**config.mk**
```make
export PLATFORM = sky130hd
export DESIGN_NAME = arbitro_memoria
export DESIGN_NICKNAME = d
export VERILOG_FILES = /design/src/rtl/arbitro_memoria.sv
export SDC_FILE = /design/constraint.sdc
export NUM_CORES = 1
export LEC_CHECK = 0
export ABC_AREA = 0
export BUFFER_PORTS_ARGS = -buffer_cell sky130_fd_sc_hd__buf_2
export CAP_MARGIN = 20
export CORE_AREA = 2 2 72 74
export DETAILED_ROUTE_END_ITERATION = 10
export DIE_AREA = 0 0 74 76
export GPL_TIMING_DRIVEN = 0
export HOLD_SLACK_MARGIN = 0.06
export PLACE_DENSITY_LB_ADDON = 0.3
export SLEW_MARGIN = 15
export SYNTH_ARGS = -nofsm -noshare
export SYNTH_HDL_FRONTEND = slang
export SYNTH_SLANG_ARGS = --single-unit
```
**constraint.sdc**
```tcl
create_clock -name Clock -period 4.26 [get_ports Clock]
set_input_delay 0.213 -clock Clock [delete_from_list [all_inputs] [get_ports Clock]]
set_output_delay 0.213 -clock Clock [all_outputs]
set_load 0.03 [all_outputs]
```
**src/rtl/arbitro_memoria.sv**
```systemverilog
// ============================================================================
// arbitro_memoria : two-requester arbiter/sequencer for the shared word memory
// Optional macro ARB_MEM_PRIO_FIXA_EN selects fixed priority (requester 0).
// Revision 1.0
// ============================================================================
`default_nettype none

module arbitro_memoria #(
  parameter int ADDR_W  = 7,
  parameter int DATA_W  = 16,
  parameter int MEM_LAT = 1
) (
  input  logic              Clock,
  input  logic              Resetn,
  input  logic              Req0,
  input  logic              We0,
  input  logic [ADDR_W-1:0] Addr0,
  input  logic [DATA_W-1:0] Wdata0,
  input  logic              Req1,
  input  logic              We1,
  input  logic [ADDR_W-1:0] Addr1,
  input  logic [DATA_W-1:0] Wdata1,
  output logic [1:0]        Gnt,
  output logic [1:0]        Ack,
  output logic [DATA_W-1:0] Rdata,
  output logic              Busy,
  output logic [ADDR_W-1:0] mem_addr,
  output logic [DATA_W-1:0] mem_wdata,
  output logic              mem_we,
  input  logic [DATA_W-1:0] mem_rdata
);

  typedef enum logic [1:0] {
    ST_IDLE   = 2'd0,
    ST_ACCESS = 2'd1,
    ST_WAIT   = 2'd2,
    ST_RESP   = 2'd3
  } state_t;

  localparam logic [1:0] CNT_LOAD = 2'(MEM_LAT - 1);

  state_t            state;
  state_t            state_nxt;
  logic [1:0]        cnt;
  logic [1:0]        cnt_nxt;
  logic              txn_we;
  logic              txn_we_nxt;
  logic [1:0]        gnt_nxt;
  logic [1:0]        ack_nxt;
  logic [DATA_W-1:0] rdata_nxt;
  logic [ADDR_W-1:0] addr_nxt;
  logic [DATA_W-1:0] wdata_nxt;
  logic              we_nxt;
  logic              win;

`ifdef ARB_MEM_PRIO_FIXA_EN
  always_comb win = ~Req0;
`else
  // ptr names the requester favoured on a tie; it flips away from each winner.
  logic ptr;

  always_comb win = (Req0 & Req1) ? ptr : Req1;

  always_ff @(posedge Clock or negedge Resetn) begin
    if (!Resetn) begin
      ptr <= 1'b0;
    end else if (state == ST_IDLE && (Req0 | Req1)) begin
      ptr <= ~win;
    end
  end
`endif

  always_comb begin
    state_nxt  = state;
    gnt_nxt    = Gnt;
    ack_nxt    = 2'b00;
    rdata_nxt  = Rdata;
    addr_nxt   = mem_addr;
    wdata_nxt  = mem_wdata;
    we_nxt     = 1'b0;
    cnt_nxt    = cnt;
    txn_we_nxt = txn_we;
    case (state)
      ST_IDLE: begin
        gnt_nxt = 2'b00;
        if (Req0 | Req1) begin
          state_nxt = ST_ACCESS;
          if (win) begin
            gnt_nxt    = 2'b10;
            addr_nxt   = Addr1;
            wdata_nxt  = Wdata1;
            we_nxt     = We1;
            txn_we_nxt = We1;
          end else begin
            gnt_nxt    = 2'b01;
            addr_nxt   = Addr0;
            wdata_nxt  = Wdata0;
            we_nxt     = We0;
            txn_we_nxt = We0;
          end
        end
      end
      ST_ACCESS: begin
        cnt_nxt   = CNT_LOAD;
        state_nxt = ST_WAIT;
      end
      ST_WAIT: begin
        if (cnt == 2'd0) begin
          // Writes leave the last read result visible on Rdata.
          if (!txn_we) begin
            rdata_nxt = mem_rdata;
          end
          ack_nxt   = Gnt;
          state_nxt = ST_RESP;
        end else begin
          cnt_nxt = cnt - 2'd1;
        end
      end
      ST_RESP: begin
        gnt_nxt   = 2'b00;
        state_nxt = ST_IDLE;
      end
      default: begin
        state_nxt = ST_IDLE;
      end
    endcase
  end

  always_ff @(posedge Clock or negedge Resetn) begin
    if (!Resetn) begin
      state     <= ST_IDLE;
      cnt       <= 2'd0;
      txn_we    <= 1'b0;
      Gnt       <= 2'b00;
      Ack       <= 2'b00;
      Rdata     <= '0;
      Busy      <= 1'b0;
      mem_addr  <= '0;
      mem_wdata <= '0;
      mem_we    <= 1'b0;
    end else begin
      state     <= state_nxt;
      cnt       <= cnt_nxt;
      txn_we    <= txn_we_nxt;
      Gnt       <= gnt_nxt;
      Ack       <= ack_nxt;
      Rdata     <= rdata_nxt;
      Busy      <= (state_nxt != ST_IDLE);
      mem_addr  <= addr_nxt;
      mem_wdata <= wdata_nxt;
      mem_we    <= we_nxt;
    end
  end

endmodule

`default_nettype wire

```
==> results.py <==
metrics = {
    "sta": {
        "finalSetupViolations": 0,
        "fmax_mhz": 568,
        "worstMarginPinSlew_ps": 492,
        "tns_ps": 0,
        "rsz0062_at_grt": "no",
        "maxSlewViolCount": 0,
        "slew_headroom_pct": 67.2,
        "finClkSkew_ps": 7.67,
        "fin_crit_sh_pct": 41.3,
        "hold_viol": 0,
        "fin_hold_ws_ps": 144,
        "fin_crit_ps": 1760,
    },
    "route": {
        "wl_met1_um": 2550,
        "dr_wl_met2_um": 2650,
        "first_iter_violations": 113,
        "wl_met3_um": 455,
        "firstDrtPassIters": 4,
        "avgRoutedWirePerCell_um": 14.0,
        "drc": 0,
        "highest_layer": "met4",
        "routed_wl_um": 5700,
        "num_vias": 2074,
        "antenna_left": 0,
        "avgViaCountPerCell": 5.10,
    },
    "clock_tree": {
        "cts-root-buf": "clkbuf_8",
        "clkLatencyLatePin_ps": 300,
        "clockBufferDepth": 2,
        "cts_buffers": 5,
        "clock_sinks": 51,
        "cts_tree": "done",
        "h-tree-depth": 2,
        "cts_resized": 0,
        "clk_pin_slew_ps": 80,
    },
    "floorplan": {
        "die_w_um": 74,
        "core_sq_mm": 0.00491,
        "die-area_sq_mm": 0.00562,
        "io_pins": 113,
        "die_h_um": 76,
        "initial_core_util_pct": 46.9,
        "rows": 26,
    },
    "power_and_ir_drop": {
        "p_per_area_mw_per_mm2": 792,
        "leakagePower_nw": 1.52,
        "ir_drop_mv": 0.350,
    },
    "status": {
        "status": "finished, final reports clean",
    },
    "placed_design": {
        "place_congestion": 0.773,
        "hpwl_um": 4130,
        "dp.cells": 398,
        "io_buffer_count": 112,
    },
    "worst_setup_path": {
        "cp_slowest_stage_delay_ps": 430,
        "worstPathCellList": "inv_1 -> ha_1 -> nand2_1 -> or2_1 -> buf_6 -> buf_12 -> mux2_4",
        "startpoint": "state[0]$_DFF_PN0_",
        "start_kind": "register",
        "r2r_start": "state[0]$_DFF_PN0_",
        "cp-end-kind": "register",
        "crit_type": "register to register",
        "cp.buffers_inverters": 3,
        "slowest_stage": "dfrtp_1",
        "crit_required_ps": 4450,
        "arrival_ps": 1940,
        "crit_fanout": 10,
        "cp_top_family": "flip-flops",
    },
    "synth": {
        "synthTopCellsByArea": "dfrtp_1 (55%), a31oi_1 (6.8%), mux2_4 (6.5%), o21ai_0 (6.1%), a21oi_1 (5.4%)",
        "muxShareOfSynthArea_pct": 9.45,
        "ys_ff_latch": 51,
        "synth_edf_count": 0,
        "synth_fa_ha_area_share_pct": 2.71,
        "yosys.cell_count.top_type": "dfrtp_1",
        "synth_compound_area_share_pct": 20.2,
        "synth_simple_gate_area_share_pct": 7.38,
        "synthFlopType": "dfrtp_1",
        "syn_area_per_cell_sq_um": 10.7,
        "ys_types": 29,
        "synth_fp_nets": 288,
        "synth-xor-area-share_pct": 0,
        "yosysSeqAreaShare_pct": 55.4,
        "syn_area_sq_mm": 0.00230,
        "synth_top_cell_area_share_pct": 55.4,
        "synthArstFlopShare_pct": 100,
        "synth_top_family_by_area": "compound AO/OA/AOI/OAI gates",
        "yosysWarnings": 0,
        "syn_inst": 215,
        "synth.top_cells.by_count": "dfrtp_1 (51), o21ai_0 (28), a21oi_1 (25), a31oi_1 (25), nor2_1 (25)",
        "yosys.area.top_type": "dfrtp_1",
    },
    "final_layout": {
        "diodes": 0,
        "stdcell_count": 407,
        "multi_input_area_sq_um": 917,
        "syn2layout_area_growth_pct": 33.0,
        "drive_gt1_share_pct": 43.6,
        "fill_cells": 410,
        "seqCellArea_sq_mm": 0.00128,
        "finalNetCount": 409,
    },
    "run": {
        "max_cap_viol_count": 0,
    },
    "global_routing": {
        "grt_first_pass_wirelength_um": 9290,
        "grt_pass1_vias": 1996,
        "grt-ovfl-total": 0,
        "grt_start_max_net_pins": 33,
        "antenna_found_initial": 0,
        "grt_usage_pct": 21.2,
    },
    "min_path": {
        "min_path_type": "input pin to register",
        "worstHoldStart": "mem_rdata[14]",
    },
}
[where the power goes]
group	internal [W]	switching, W	leakage (nW)
Combinational	0.000482	0.000843	0.884
Sequential	0.000716	0.000121	0.594
Clock	0.000116	0.000149	0.0422
Total	0.00131	0.00111	1.52
[path summary, 6_finish.rpt]
check / endpoint / slack, ps / cells after the start
worst max-delay path: Rdata[6]$_DFFE_PN0P_ / 2500 / 7
worst min-delay path: Rdata[14]$_DFFE_PN0P_ / 140 / 2
worst max register to register: Rdata[6]$_DFFE_PN0P_ / 2500 / 7
worst min register to register: cnt[1]$_DFFE_PN0P_ / 500 / 1
max in group asynchronous: Rdata[5]$_DFFE_PN0P_ / 3330 / 3
min in group asynchronous: Gnt[1]$_DFFE_PN0P_ / 400 / 2
[per-stage QoR]
step | power (W) | area (sq um) | setup slack, ps | utilization [%]
5_1_grt | 0.00259 | 3060 | 2400 | 62.4
6_report | 0.00243 | 3060 | 2500 | 62.4
3_3_place_gp | 0.00214 | 2950 | 2540 | 60.1
2_1_floorplan | 0.00179 | 2300 | 2630 | -
3_5_place_dp | 0.00217 | 2970 | 2510 | 60.5
4_1_cts | 0.00245 | 3060 | 2500 | 62.4
[logic make-up after synthesis]
family | after synthesis
mux | 16
flops | 51
simple gates | 38
buf+inv | 21
fa+ha+maj | 5
compound gates | 84
[metal layers]
metal	up-vias	GRT usage, %
li1	1005	-
met1	965	28.8
met2	100	33.4
met3	4	5.69
met4	0	5.45
met5	-	0
[cell usage in the layout, fill, tap and decap left out, types with 6 or more instances in the layout]
cell,synthesis,layout
mux2_4,10,10
a21oi_1,25,25
mux2_2,6,6
buf_2,7,119
nor2_1,25,25
clkbuf_1,6,8
a31oi_1,25,25
o21ai_0,28,28
dfrtp_1,51,51
[state kept, by name, summed over array words and instances, names as in the netlist]
signal and flops:
Gnt 2, txn_we 1, mem_we 1, cnt 2
Ack 2, mem_addr 7, state 2, mem_wdata 16
Rdata 16, ptr 1, Busy 1
[what timing repair did]
item,CTS,global route
buffers inserted,0,0
hold buffers,1,0
endpoints found under the hold margin,19,0
[area by class of cell]
| type | count | area share [%] |
|---|---|---|
| clock buffers | 7 | 2.49 |
| flip-flops and latches | 51 | 41.6 |
| repair buffers | 114 | 19.3 |
| inverters | 5 | 0.612 |
| clock inverters | 1 | 0.163 |
| multi-input cells | 143 | 29.9 |
| well taps | 70 | 2.86 |
| plain buffers | 16 | 3.02 |
No activity file was read; power rests on OpenSTA's default activity.
